===== src/rtl/census_stream_ctrl.sv =====
`default_nettype none
// =============================================================================
// census_stream_ctrl - raster sequencer, edge suppression and sideband delay
//                      line for the census stage.      Revision: 1.0
// =============================================================================
module census_stream_ctrl #(
   parameter int IMG_WIDTH     = 640,
   parameter int IMG_HEIGHT    = 480,
   parameter int WINDOW_WIDTH  = 2,
   parameter int WINDOW_HEIGHT = 2,
   parameter int X_BITS        = 10,
   parameter int Y_BITS        = 9,
   parameter int LATENCY       = 1
) (
   input  logic              clk,
   input  logic              rst,
   input  logic              in_valid,
   input  logic              in_sof,
   output logic              in_ready,
   output logic              shift_en,
   output logic              out_valid,
   output logic [X_BITS-1:0] out_x,
   output logic [Y_BITS-1:0] out_y,
   output logic              out_eol,
   output logic              out_eof,
   output logic              frame_done,
   output logic              sync_err,
   output logic [15:0]       frame_count
);

   localparam int                D_BITS = (LATENCY > 1) ? $clog2(LATENCY) : 1;
   localparam logic [X_BITS-1:0] X_LAST = X_BITS'(IMG_WIDTH - 1);
   localparam logic [Y_BITS-1:0] Y_LAST = Y_BITS'(IMG_HEIGHT - 1);
   localparam logic [X_BITS-1:0] X_OFF  = X_BITS'(WINDOW_WIDTH - 1);
   localparam logic [Y_BITS-1:0] Y_OFF  = Y_BITS'(WINDOW_HEIGHT - 1);
   localparam logic [D_BITS-1:0] D_INIT = D_BITS'(LATENCY - 1);

   typedef enum logic [1:0] {
      ST_IDLE  = 2'd0,
      ST_RUN   = 2'd1,
      ST_DRAIN = 2'd2
   } state_t;

   state_t              state_q, state_d;
   logic [X_BITS-1:0]   x_q, x_d;
   logic [Y_BITS-1:0]   y_q, y_d;
   logic [D_BITS-1:0]   drain_q, drain_d;
   logic                frame_done_q, frame_done_d;
   logic                sync_err_q, sync_err_d;
   logic [15:0]         frame_count_q;

   logic                accept;
   logic                restart;
   logic [X_BITS-1:0]   pix_x;
   logic [Y_BITS-1:0]   pix_y;
   logic                pix_eol;
   logic                pix_eof;
   logic                hit;
   logic [X_BITS-1:0]   win_x;
   logic [Y_BITS-1:0]   win_y;

   logic [LATENCY-1:0]  pv_q;
   logic [LATENCY-1:0]  pe_q;
   logic [LATENCY-1:0]  pf_q;
   logic [X_BITS-1:0]   px_q [LATENCY];
   logic [Y_BITS-1:0]   py_q [LATENCY];

   assign in_ready = (state_q != ST_DRAIN);
   assign accept   = in_valid & in_ready;
   assign shift_en = accept & ((state_q == ST_RUN) | in_sof);

   // A start-of-frame pixel, or the first pixel out of IDLE, is always (0,0).
   assign restart  = in_sof | (state_q == ST_IDLE);
   assign pix_x    = restart ? '0 : x_q;
   assign pix_y    = restart ? '0 : y_q;
   assign pix_eol  = (pix_x == X_LAST);
   assign pix_eof  = pix_eol & (pix_y == Y_LAST);
   assign hit      = shift_en & (pix_x >= X_OFF) & (pix_y >= Y_OFF);
   assign win_x    = pix_x - X_OFF;
   assign win_y    = pix_y - Y_OFF;

   always_comb begin
      state_d      = state_q;
      x_d          = x_q;
      y_d          = y_q;
      drain_d      = drain_q;
      frame_done_d = 1'b0;
      sync_err_d   = 1'b0;
      case (state_q)
         ST_IDLE, ST_RUN: begin
            if (shift_en) begin
               sync_err_d = (state_q == ST_RUN) & in_sof;
               if (pix_eof) begin
                  state_d = ST_DRAIN;
                  drain_d = D_INIT;
                  x_d     = '0;
                  y_d     = '0;
               end else begin
                  state_d = ST_RUN;
                  if (pix_eol) begin
                     x_d = '0;
                     y_d = pix_y + Y_BITS'(1);
                  end else begin
                     x_d = pix_x + X_BITS'(1);
                     y_d = pix_y;
                  end
               end
            end
         end
         ST_DRAIN: begin
            if (drain_q == '0) begin
               state_d      = ST_IDLE;
               frame_done_d = 1'b1;
            end else begin
               drain_d = drain_q - D_BITS'(1);
            end
         end
         default: state_d = ST_IDLE;
      endcase
   end

   always_ff @(posedge clk) begin
      if (rst) begin
         state_q       <= ST_IDLE;
         x_q           <= '0;
         y_q           <= '0;
         drain_q       <= '0;
         frame_done_q  <= 1'b0;
         sync_err_q    <= 1'b0;
         frame_count_q <= '0;
      end else begin
         state_q      <= state_d;
         x_q          <= x_d;
         y_q          <= y_d;
         drain_q      <= drain_d;
         frame_done_q <= frame_done_d;
         sync_err_q   <= sync_err_d;
         if (frame_done_d) begin
            frame_count_q <= frame_count_q + 16'd1;
         end
      end
   end

   // Census is free-running, so the sideband line shifts every cycle; idle
   // cycles become bubbles with valid low.
   always_ff @(posedge clk) begin
      if (rst) begin
         pv_q <= '0;
         pe_q <= '0;
         pf_q <= '0;
         for (int i = 0; i < LATENCY; i++) begin
            px_q[i] <= '0;
            py_q[i] <= '0;
         end
      end else begin
         pv_q[0] <= hit;
         pe_q[0] <= hit & pix_eol;
         pf_q[0] <= hit & pix_eof;
         px_q[0] <= win_x;
         py_q[0] <= win_y;
         for (int i = 1; i < LATENCY; i++) begin
            pv_q[i] <= pv_q[i-1];
            pe_q[i] <= pe_q[i-1];
            pf_q[i] <= pf_q[i-1];
            px_q[i] <= px_q[i-1];
            py_q[i] <= py_q[i-1];
         end
      end
   end

   assign out_valid   = pv_q[LATENCY-1];
   assign out_eol     = pe_q[LATENCY-1];
   assign out_eof     = pf_q[LATENCY-1];
   assign out_x       = px_q[LATENCY-1];
   assign out_y       = py_q[LATENCY-1];
   assign frame_done  = frame_done_q;
   assign sync_err    = sync_err_q;
   assign frame_count = frame_count_q;

endmodule
`default_nettype wire


===== config.mk =====
export PLATFORM = sky130hd
export DESIGN_NAME = census_stream_ctrl
export DESIGN_NICKNAME = d
export VERILOG_FILES = /design/src/rtl/census_stream_ctrl.sv
export SDC_FILE = /design/constraint.sdc
export NUM_CORES = 1
export LEC_CHECK = 0
export ABC_AREA = 1
export CAP_MARGIN = 25
export CORE_MARGIN = 1.5
export CORE_UTILIZATION = 45
export DETAILED_ROUTE_END_ITERATION = 6
export GPL_TIMING_DRIVEN = 0
export PLACE_DENSITY_LB_ADDON = 0.25
export SLEW_MARGIN = 40
export SYNTH_ARGS = -nofsm -noshare
export SYNTH_HDL_FRONTEND = slang
export SYNTH_SLANG_ARGS = --single-unit

===== constraint.sdc =====
create_clock -name clk -period 2.9 [get_ports clk]
set_input_delay 0.58 -clock clk [delete_from_list [all_inputs] [get_ports clk]]
set_output_delay 0.58 -clock clk [all_outputs]
set_load 0.05 [all_outputs]

==> impl_summary.txt <==
----------------------------------------------------
[Timing]
  Final hold slack ... 0.467 ns
  Total count of max-transition violations in the final report ... 0
  Final period demand of the worst path ... between 2 and 3 ns
  Slew at the pin closest to its max-slew limit ... roughly 0.64 ns
  Worst Clk Skew ... 0.00871 ns
  Final hold vios ... 0
  Headroom to the max-slew limit ... 57.1%
  Period utilization ... 93.0%
  Highest achievable clock rate ... 371 MHz
  Post-route setup TNS ... 0 ns
  Setup Viol. Count Final ... 0

[Setup path]
  Data arrival at the endpoint of the critical path ... 2.90 ns
  Crit path top cell by count ... sky130_fd_sc_hd__nor2_1
  Category of the critical setup timing path ... in2reg
  Data required time of the worst path ... 3.10 ns
  Max incr delay on CP ... 0.49 ns
  Nature of the critical path startpoint ... input pin
  Slowest cell on crit path ... sky130_fd_sc_hd__clkdlybuf4s50_1
  Worst path bufs/invs ... 3
  Type of element capturing the critical path ... flop
  Top Family by Delay on Critical Path ... simple AND/OR/NAND/NOR gates
  Biggest fanout along the worst timing path ... 10
  Cells along the critical path ... clkdlybuf4s50_1, nor2_4, buf_6, nand2_1, inv_1, ha_1, nand4_1, nor2_2, nand3_1, nor2_1, nor2_1, nor2_1, nor2_1

[CTS]
  Num CTS Buffers ... 9
  Clock Path Buffers ... 2
  CTS Root Cell ... sky130_fd_sc_hd__clkbuf_8
  Htree depth ... 3
  CTS tree ... built
  Quantity of hold-fixing buffers added after cts ... 0
  Num Clock Sinks ... 61
  Clk Latency, worst-skew pair ... 0.34 ns
  Clock slew seen by the registers of the worst setup and hold paths ... 0.07 ns

[Synthesis]
  Synth Cell Area ... 3100 um2
  Mean instance size in the synthesized netlist ... 6.75 um2
  Share of synthesized registers carrying an async set or reset ... 0%
  Net Count, Synth ... 470
  Synthesized instance count ... about 460
  Top FF cell, synth ... sky130_fd_sc_hd__dfxtp_1
  Sequential element share of the synthesized area ... between 30% and 40%
  Number of synthesis warnings ... 0
  Number of enable flip-flop cells after synthesis ... 0
  Flop and latch count out of synthesis ... 61
  Count of cell types in the netlist ... 30

[Power]
  Areal power density over the cells ... 493 nW/um2
  Sw power ... 0.491 mW
  Worst IR drop on VDD ... about 0.25 mV
  Sequential power share ... 45.7%
  Combinational cell fraction of total power ... 9.6%
  Share of total power consumed by net switching ... 25.7%
  Cell leakage power ... approximately 1.6 nW
  Clock power share ... 44.7%
  Pint ... 1.42 mW

[Drt]
  Met1 layer wirelength in the final routing ... 3700 um
  Overall via count from detail_route ... 3102
  Drt wl/cell ... 13.0 um
  Highest metal layer used by the detailed router ... met4
  Antenna-violating nets left ... 0
  Met3 wire len ... approximately 440 um
  Per-cell via count in the routed design ... 5.17
  Count of routing violations after the opening detailed-route iteration ... 197
  Post-Route WL ... 7800 um
  Number of detailed-routing iterations run before antenna repair ... 5
  Routed wire length on met2 ... 3550 um
  Residual DRC count ... 0

[Finish]
  Commonest non-fill, non-tap cell in the layout ... sky130_fd_sc_hd__nand2_1
  Final net count ... 526
  Highest-count cells in the layout ignoring fill and taps ... sky130_fd_sc_hd__nand2_1 (111), sky130_fd_sc_hd__nor2_1 (62), sky130_fd_sc_hd__dfxtp_1 (61)
  Fraction of layout cells with a size suffix above 1 ... 8.08%
  Area growth, synth to finish ... 25.0%
  Number of antenna diodes ... 0

[Place]
  Routability congestion estimate from global placement ... ~0.9
  Number of buffers added on ports ... 44
  Post-detailed-placement half-perimeter wirelength ... 5580 um

[Die]
  Initial standard-cell utilization of the core ... a little under half
  Core Box Area ... 6720 um2
  Chip Width ... 86.0 um
  Die Footprint ... about 7400 um2
  Height of the chip ... 86.0 um
  IO Pins ... 46
  FP Rows ... 30

[Global routing]
  GRT Overall Usage ... 22.7%
  First-pass GRT wire length ... 13200 um
  Overflow left after global routing ... 0
  Largest net degree at the start of global routing ... 12
  Vias in the first global route ... approximately 2800
  Number of antenna violations at the first check in global routing ... 0

[Outcome]
  Run status ... complete, no violations

[Flow run]
  Max-cap violation count ... 0

[Min path]
  Classification of the worst-slack hold path ... reg2reg

----------------------------------------------------
==> Yosys cell counts (7+ instances only) <==
| master | count | share of area, % |
|---|---|---|
| sky130_fd_sc_hd__nand3_1 | 46 | 7.4 |
| sky130_fd_sc_hd__o21ai_0 | 22 | 3.6 |
| sky130_fd_sc_hd__a21oi_1 | 40 | 6.5 |
| sky130_fd_sc_hd__ha_1 | 7 | 2.8 |
| sky130_fd_sc_hd__nor2_1 | 63 | 7.6 |
| sky130_fd_sc_hd__nand2_1 | 111 | 13 |
| sky130_fd_sc_hd__dfxtp_1 | 61 | 39 |
| sky130_fd_sc_hd__inv_1 | 53 | 6.4 |
| sky130_fd_sc_hd__nand4_1 | 7 | 1.4 |
==> state kept, by name (all words and copies together), names as in the netlist <==
name and cells:
sync_err 1, frame_count 16, frame_done 1, out_valid 1
out_eof 1, y_q 9, py_q 9, px_q 10
x_q 10, out_eol 1, state_q 2
==> per-layer routing <==
layer	vias up	track usage [%]
met5	-	0
met4	0	9.53
met3	11	4.81
met2	91	35.6
met1	1415	30.2
li1	1585	-
==> cell type report <==
| cell class | instances | area (um2) |
|---|---|---|
| buffer | 10 | 55.1 |
| clock buffer | 10 | 138 |
| clock inverter | 6 | 86.3 |
| fill | 631 | 2850 |
| inverter | 56 | 210 |
| multi-input combinational | 332 | 1620 |
| sequential | 61 | 1220 |
| tap | 80 | 100 |
| timing repair buffer | 45 | 443 |
==> metrics by stage <==
stage,util (%),power (mW),setup WS [ns],cells,area (um2)
3_3_place_gp,54.1,1.07,-0.224,583,3640
2_1_floorplan,-,1.01,0.706,459,3100
4_1_cts,57.4,1.92,0.0362,599,3860
6_report,57.6,1.91,0.202,600,3870
5_1_grt,57.6,1.98,-0.0271,600,3870
3_5_place_dp,54.1,1.07,-0.233,583,3640
==> worst register-to-register path, stage by stage, from the launching register on <==
cell and delay (ns):
sky130_fd_sc_hd__dfxtp_1 0.44, sky130_fd_sc_hd__nor2_1 0.13, sky130_fd_sc_hd__nor2_4 0.16, sky130_fd_sc_hd__buf_6 0.17, sky130_fd_sc_hd__nand2_1 0.15, sky130_fd_sc_hd__inv_1 0.14
sky130_fd_sc_hd__ha_1 0.21, sky130_fd_sc_hd__nand4_1 0.21, sky130_fd_sc_hd__nor2_2 0.19, sky130_fd_sc_hd__nand3_1 0.17, sky130_fd_sc_hd__nor2_1 0.14, sky130_fd_sc_hd__nor2_1 0.10
sky130_fd_sc_hd__nor2_1 0.11, sky130_fd_sc_hd__nor2_1 0.04
==> path summary, 6_finish.rpt <==
check | endpoint | cells after the start | slack, ns | from
worst max-delay path | state_q[0] | 13 | 0.20 | in_sof
worst min-delay path | frame_count[7] | 2 | 0.47 | frame_count[7]
worst min register to register | frame_count[7] | 2 | 0.47 | frame_count[7]
worst max register to register | state_q[0] | 13 | 0.43 | state_q[0]
==> cell families after synthesis <==
kind of cell / share of synthesized area, %
adder cells (fa/ha/maj): 2.83
buffers and inverters: 8.57
AO/OA/AOI/OAI: 10.5
AND/OR/NAND/NOR: 36.4
XOR/XNOR: 2.26
flip-flops: 39.4
==> power groups by stage <==
stage	Combinational (mW)	Sequential [mW]	Clock, mW
2_1_floorplan	0.0652	0.947	0
3_3_place_gp	0.181	0.890	0
3_5_place_dp	0.183	0.891	0
4_1_cts	0.183	0.872	0.869
5_1_grt	0.198	0.874	0.912
6_report	0.184	0.872	0.852
==> timing repair <==
| item | CTS | global route |
|---|---|---|
| pin swaps | 0 | 2 |
| setup buffers | 0 | 1 |
| resized for setup | 1 | 4 |
| endpoints found under the setup margin | 1 | 6 |
Power figures use the tool's default switching activity.
